===== config.mk =====
export PLATFORM = sky130hd
export DESIGN_NAME = reg_dst_tracker
export DESIGN_NICKNAME = d
export VERILOG_FILES = /design/src/rtl/reg_dst_tracker.sv
export SDC_FILE = /design/constraint.sdc
export NUM_CORES = 1
export LEC_CHECK = 0
export ABC_AREA = 1
export CAP_MARGIN = 25
export CELL_PAD_IN_SITES_DETAIL_PLACEMENT = 0
export CELL_PAD_IN_SITES_GLOBAL_PLACEMENT = 2
export CORE_MARGIN = 1
export CORE_UTILIZATION = 29
export CTS_BUF_LIST = sky130_fd_sc_hd__clkbuf_16
export CTS_CLUSTER_DIAMETER = 200
export DETAILED_ROUTE_END_ITERATION = 16
export PLACE_DENSITY = 0.83
export SLEW_MARGIN = 10
export SYNTH_ARGS = -nofsm -noshare
export SYNTH_HDL_FRONTEND = slang
export SYNTH_SLANG_ARGS = --single-unit

===== constraint.sdc =====
create_clock -name clk -period 2.1 [get_ports clk]
set_input_delay 0.63 -clock clk [delete_from_list [all_inputs] [get_ports clk]]
set_output_delay 0.63 -clock clk [all_outputs]
set_load 0.02 [all_outputs]

===== src/rtl/reg_dst_tracker.sv =====
// Write-back destination tracker for the multicycle MIPS core.
// Decodes the RegDst select into a register index at issue and holds issued
// indices in an in-order FIFO until they retire. rs/rt operands of the next
// instruction are checked against the in-flight entries for RAW hazards.
module reg_dst_tracker #(
    parameter int unsigned REG_BITS = 5,
    parameter int unsigned DEPTH    = 4,
    parameter int unsigned SP_IDX   = 29,
    parameter int unsigned RA_IDX   = 31
) (
    input  logic                      clk,
    input  logic                      reset,
    input  logic                      issue,
    input  logic [1:0]                sel,
    input  logic [REG_BITS-1:0]       rt,
    input  logic [REG_BITS-1:0]       rd,
    input  logic                      retire,
    input  logic [REG_BITS-1:0]       q_rs,
    input  logic [REG_BITS-1:0]       q_rt,
    output logic [REG_BITS-1:0]       dst_out,
    output logic [REG_BITS-1:0]       wb_dst,
    output logic                      hazard_rs,
    output logic                      hazard_rt,
    output logic [$clog2(DEPTH):0]    count,
    output logic                      full,
    output logic                      empty,
    output logic                      err
);

    localparam int unsigned PtrW = $clog2(DEPTH);
    localparam int unsigned CntW = PtrW + 1;

    logic [REG_BITS-1:0] mem_q   [DEPTH];
    logic [REG_BITS-1:0] mem_d   [DEPTH];
    logic [DEPTH-1:0]    valid_q, valid_d;
    logic [PtrW-1:0]     wr_ptr_q, wr_ptr_d;
    logic [PtrW-1:0]     rd_ptr_q, rd_ptr_d;
    logic [CntW-1:0]     count_q, count_d;
    logic [REG_BITS-1:0] dst_out_q, dst_out_d;
    logic                err_q, err_d;

    logic [REG_BITS-1:0] sel_idx;
    logic                issue_ok, retire_ok;

    // Destination select: all four codes map to distinct sources.
    always_comb begin
        sel_idx = '0;
        unique case (sel)
            2'b00: sel_idx = REG_BITS'(SP_IDX);
            2'b01: sel_idx = rt;
            2'b10: sel_idx = REG_BITS'(RA_IDX);
            2'b11: sel_idx = rd;
            default: sel_idx = '0;
        endcase
    end

    assign full      = (count_q == CntW'(DEPTH));
    assign empty     = (count_q == '0);
    // A retire in the same cycle frees the head slot, so issue at full is legal then.
    assign issue_ok  = issue && (!full || retire);
    assign retire_ok = retire && !empty;

    // Next-state for FIFO storage, pointers, count, registered outputs.
    always_comb begin
        mem_d     = mem_q;
        valid_d   = valid_q;
        wr_ptr_d  = wr_ptr_q;
        rd_ptr_d  = rd_ptr_q;
        count_d   = count_q;
        dst_out_d = dst_out_q;
        err_d     = (issue && full && !retire) || (retire && empty);

        // Clear before set: at full with both, head and tail share a slot.
        if (retire_ok) begin
            valid_d[rd_ptr_q] = 1'b0;
            rd_ptr_d          = rd_ptr_q + PtrW'(1);
        end
        if (issue_ok) begin
            mem_d[wr_ptr_q]   = sel_idx;
            valid_d[wr_ptr_q] = 1'b1;
            wr_ptr_d          = wr_ptr_q + PtrW'(1);
            dst_out_d         = sel_idx;
        end
        count_d = count_q + CntW'(issue_ok) - CntW'(retire_ok);
    end

    // State registers, cleared asynchronously.
    always_ff @(posedge clk or posedge reset) begin
        if (reset) begin
            for (int i = 0; i < DEPTH; i++) mem_q[i] <= '0;
            valid_q   <= '0;
            wr_ptr_q  <= '0;
            rd_ptr_q  <= '0;
            count_q   <= '0;
            dst_out_q <= '0;
            err_q     <= 1'b0;
        end else begin
            mem_q     <= mem_d;
            valid_q   <= valid_d;
            wr_ptr_q  <= wr_ptr_d;
            rd_ptr_q  <= rd_ptr_d;
            count_q   <= count_d;
            dst_out_q <= dst_out_d;
            err_q     <= err_d;
        end
    end

    // Hazard match over entries valid before the edge; $zero never hazards.
    always_comb begin
        hazard_rs = 1'b0;
        hazard_rt = 1'b0;
        for (int i = 0; i < DEPTH; i++) begin
            if (valid_q[i] && (mem_q[i] == q_rs) && (q_rs != '0)) hazard_rs = 1'b1;
            if (valid_q[i] && (mem_q[i] == q_rt) && (q_rt != '0)) hazard_rt = 1'b1;
        end
    end

    assign wb_dst  = mem_q[rd_ptr_q];
    assign dst_out = dst_out_q;
    assign count   = count_q;
    assign err     = err_q;

endmodule


==> reports/metrics.yaml <==
r2r_cells: 11
fin_crit_sh: 1.02
grtUsageMet1: 0.217
design.core.area_sq_mm: 0.00830
synth_fa_ha_area_frac: 0.0528
cts.path.max_buffers: 2
cp.depth: 10
drive_above_1_share: 0.327
drt-total-wl_um: 7410
synth_top_family_by_area: "simple AND/OR/NAND/NOR gates"
required_ns: 1.47
dominantRegCellSynth: "dfrtp_1"
path_clk_slew_ns: 0.05
detail_route.wl_per_cell_um: 12.6
violations: "setup timing"
clock_latency_ns: 0.28
layout_setup_ws_ns: -0.0484
remaining_drc_errors: 0
worstPathArrival_ns: 1.52
grt_pass1_vias: 2530
met3_usage: 0.0191
gp_congestion: 0.844
async_flop_share: 1.00
port_buffers: 43
dieArea_sq_mm: 0.00904
power_leakage_nw: 2.00
grt_util_met2: 0.301
via_per_inst: 4.51
dr.first_iter.drc_count: 85
start_kind: "input pin"
track_usage: 0.174
worst-setup-path-type: "input pin to primary output"
max-slew-margin-rel: 0.686
syn_inst: 377
rows: 33
nets: 518
crit_path_cell_trace: "buf_2 > buf_6 > nand2_1 > nand2_1 > nor2_1 > nand3_1 > nand2_1 > nor2_1 > nor2_1 > buf_4"
period_needed_ns: 2.15
ys_seq_area_frac: 0.369
antenna_found_initial: 0
grt_pass1_wl_um: 11800
firstDrtPassIters: 4
grt-ovfl-total: 0
worst_pin_slew_ns: 0.471
postLayoutCellArea_sq_mm: 0.00380
ir_drop_uv: 646
root_buffer: "clkbuf_16"
setup_viol: 2
min_path_type: "flop to flop"
hold_viol: 0
r2r-end: "count[2]"
syn_area_per_cell_sq_um: 6.66
status: "finished, violations left"
clock_sinks: 37
cts_buffers: 5
place_hpwl_um: 5610
cap_violations: 0
crit_path_max_incr_delay_ns: 0.14
top_usage_layer: "met2"
syn_area_sq_mm: 0.00251
n_antenna_cell: 0
end_kind: "primary output"
worstSetupStartpoint: "q_rs[4]"
ys_warn_count: 0
worst-path-buf-inv: 3
rsz0062_at_grt: "true"
drv_slew: 0
ant_nets: 0
synth-edff-count: 0
holdWs_ns: 0.488
ys_ff_latch: 37
regToRegStartpoint: "count[1]"
synth_compound_area_frac: 0.122
synth_xor_xnor_area_share: 0.0105
cts_tree: "built"
htree_levels: 2
skew_ns: 0.00256
cpLargestDelayFamily: "simple AND/OR/NAND/NOR gates"
vias: 2653
place_area_sq_mm: 0.00341
cp_max_fo: 4
die_x_um: 95.1
initial_core_util: 0.303
syn-num-nets: 413
postLayoutCoreUtil: 0.458
cp_slowest_cell: "buf_4"
ys_types: 24
crit_end: "hazard_rs"
grt_max_degree: 38
num_io_pins: 44
p_per_area_mw_per_mm2: 1440
die_h_um: 95.1
r2r_setup_slack_ns: 0.36
synthSimpleGateAreaFrac: 0.355
muxShareOfSynthArea: 0
fmax_mhz: 465
syn_to_final_growth_pct: 51.2
## kinds of logic after synthesis
logic type	Yosys count
flops	37
compound gates	57
xor+xnor	3
simple gates	220
buf+inv	50
fa+ha+maj	10
## per-layer routing
layer  routed length [um]  share of wire
met5                    0              0
met4                  195          0.026
met3                  215          0.029
met2                 3640           0.49
met1                 3370           0.45
## through the flow
step | TNS [ns] | power (mW) | setup slack, ns | instances
final | -0.0901 | 5.45 | -0.0484 | 588
after global routing | -0.385 | 5.92 | -0.116 | 588
after global placement | -3.16 | 4.23 | -0.980 | 571
after detailed placement | -3.21 | 4.25 | -0.967 | 571
after floorplan | 0 | 2.97 | 0.0398 | 377
after CTS | -0.201 | 5.36 | -0.0655 | 588
## sequential cells by signal, summed over array words and instances, names as in the netlist
name,count
rd_ptr_q,2
count,3
valid_q,4
wr_ptr_q,2
dst_out,5
mem_q,20
err,1
## final cells by class
type                            count  area, sq um
Timing Repair inverter              2         15.0
Clock buffer                        5          125
Fill cell                         877         4500
Tap cell                          105          131
Multi-Input combinational cell    290         1480
Clock inverter                      3         41.3
Inverter                           42          170
Timing Repair Buffer              104          907
Sequential cell                    37          930
## Yosys cell counts (2+ instances only)
| cell type | number | area share |
|---|---|---|
| o21ai_1 | 16 | 0.032 |
| o22ai_1 | 4 | 0.010 |
| nand3_1 | 11 | 0.022 |
| nand2_4 | 5 | 0.022 |
| nand2_1 | 162 | 0.24 |
| a21oi_1 | 14 | 0.028 |
| o21ai_0 | 19 | 0.038 |
| nand2_2 | 2 | 0.0050 |
| buf_2 | 3 | 0.0060 |
| o21ai_2 | 4 | 0.014 |
| inv_1 | 40 | 0.060 |
| dfrtp_1 | 37 | 0.37 |
| nor2_1 | 37 | 0.055 |
| nor3_1 | 2 | 0.0040 |
| ha_1 | 9 | 0.045 |
| buf_6 | 3 | 0.013 |
| xor2_1 | 2 | 0.0070 |
## power breakdown
| part | switching (mW) | leakage [nW] | internal (mW) | total (mW) |
|---|---|---|---|---|
| Combinational | 1.71 | 1.49 | 1.48 | 3.18 |
| Sequential | 0.375 | 0.438 | 1.06 | 1.43 |
| Clock | 0.283 | 0.0775 | 0.555 | 0.838 |
| Total | 2.36 | 2.00 | 3.09 | 5.45 |
## cells in the final DEF, fill, tap and decap left out
cell type        count
clkinvlp_4           5
o22ai_1              4
clkinv_1             1
clkdlybuf4s50_1     24
inv_2               11
o21ai_2              5
nand3_1             11
buf_12               1
inv_1               28
xor2_1               2
fa_2                 1
nand2_2             26
xnor2_1              1
ha_1                 9
dlygate4sd2_1        2
nor3_1               2
buf_6               15
dfrtp_2              3
nor2_1              27
buf_2                2
o21ai_0             11
bufinv_16            1
o21ai_1             23
clkbuf_16            5
nor2_2               9
dfrtp_1             34
a21oi_1              9
nand2_4              6
a21oi_2              5
inv_6                1
buf_4               60
nand2_1            137
nor2_4               2
## worst min path at each step
| stage | startpoint | end | slack, ns | cells after the start |
|---|---|---|---|---|
| 6_report | dst_out[0] | dst_out[0] | 0.49 | 2 |
| 3_3_place_gp | dst_out[0] | dst_out[0] | 0.47 | 2 |
| 3_5_place_dp | dst_out[1] | dst_out[1] | 0.48 | 2 |
| 2_1_floorplan | valid_q[2] | valid_q[2] | 0.47 | 2 |
| 5_1_grt | dst_out[0] | dst_out[0] | 0.52 | 2 |
| 4_1_cts | dst_out[1] | dst_out[1] | 0.50 | 2 |
## repair_timing
| action | in CTS | in global routing |
|---|---|---|
| pin swaps | 32 | 26 |
| endpoints found under the setup margin | 9 | 7 |
| gates resized for setup | 131 | 42 |
| hold buffers | 0 | 0 |
| buffers inserted | 7 | 1 |
| endpoints found under the hold margin | 0 | 0 |
| cloned | 2 | 0 |
## worst min-delay path: stages, from the launching register on
cell and delay [ns]:
dfrtp_1 0.34, nand2_1 0.05, o21ai_0 0.06
(Power assumes the default switching activity.)
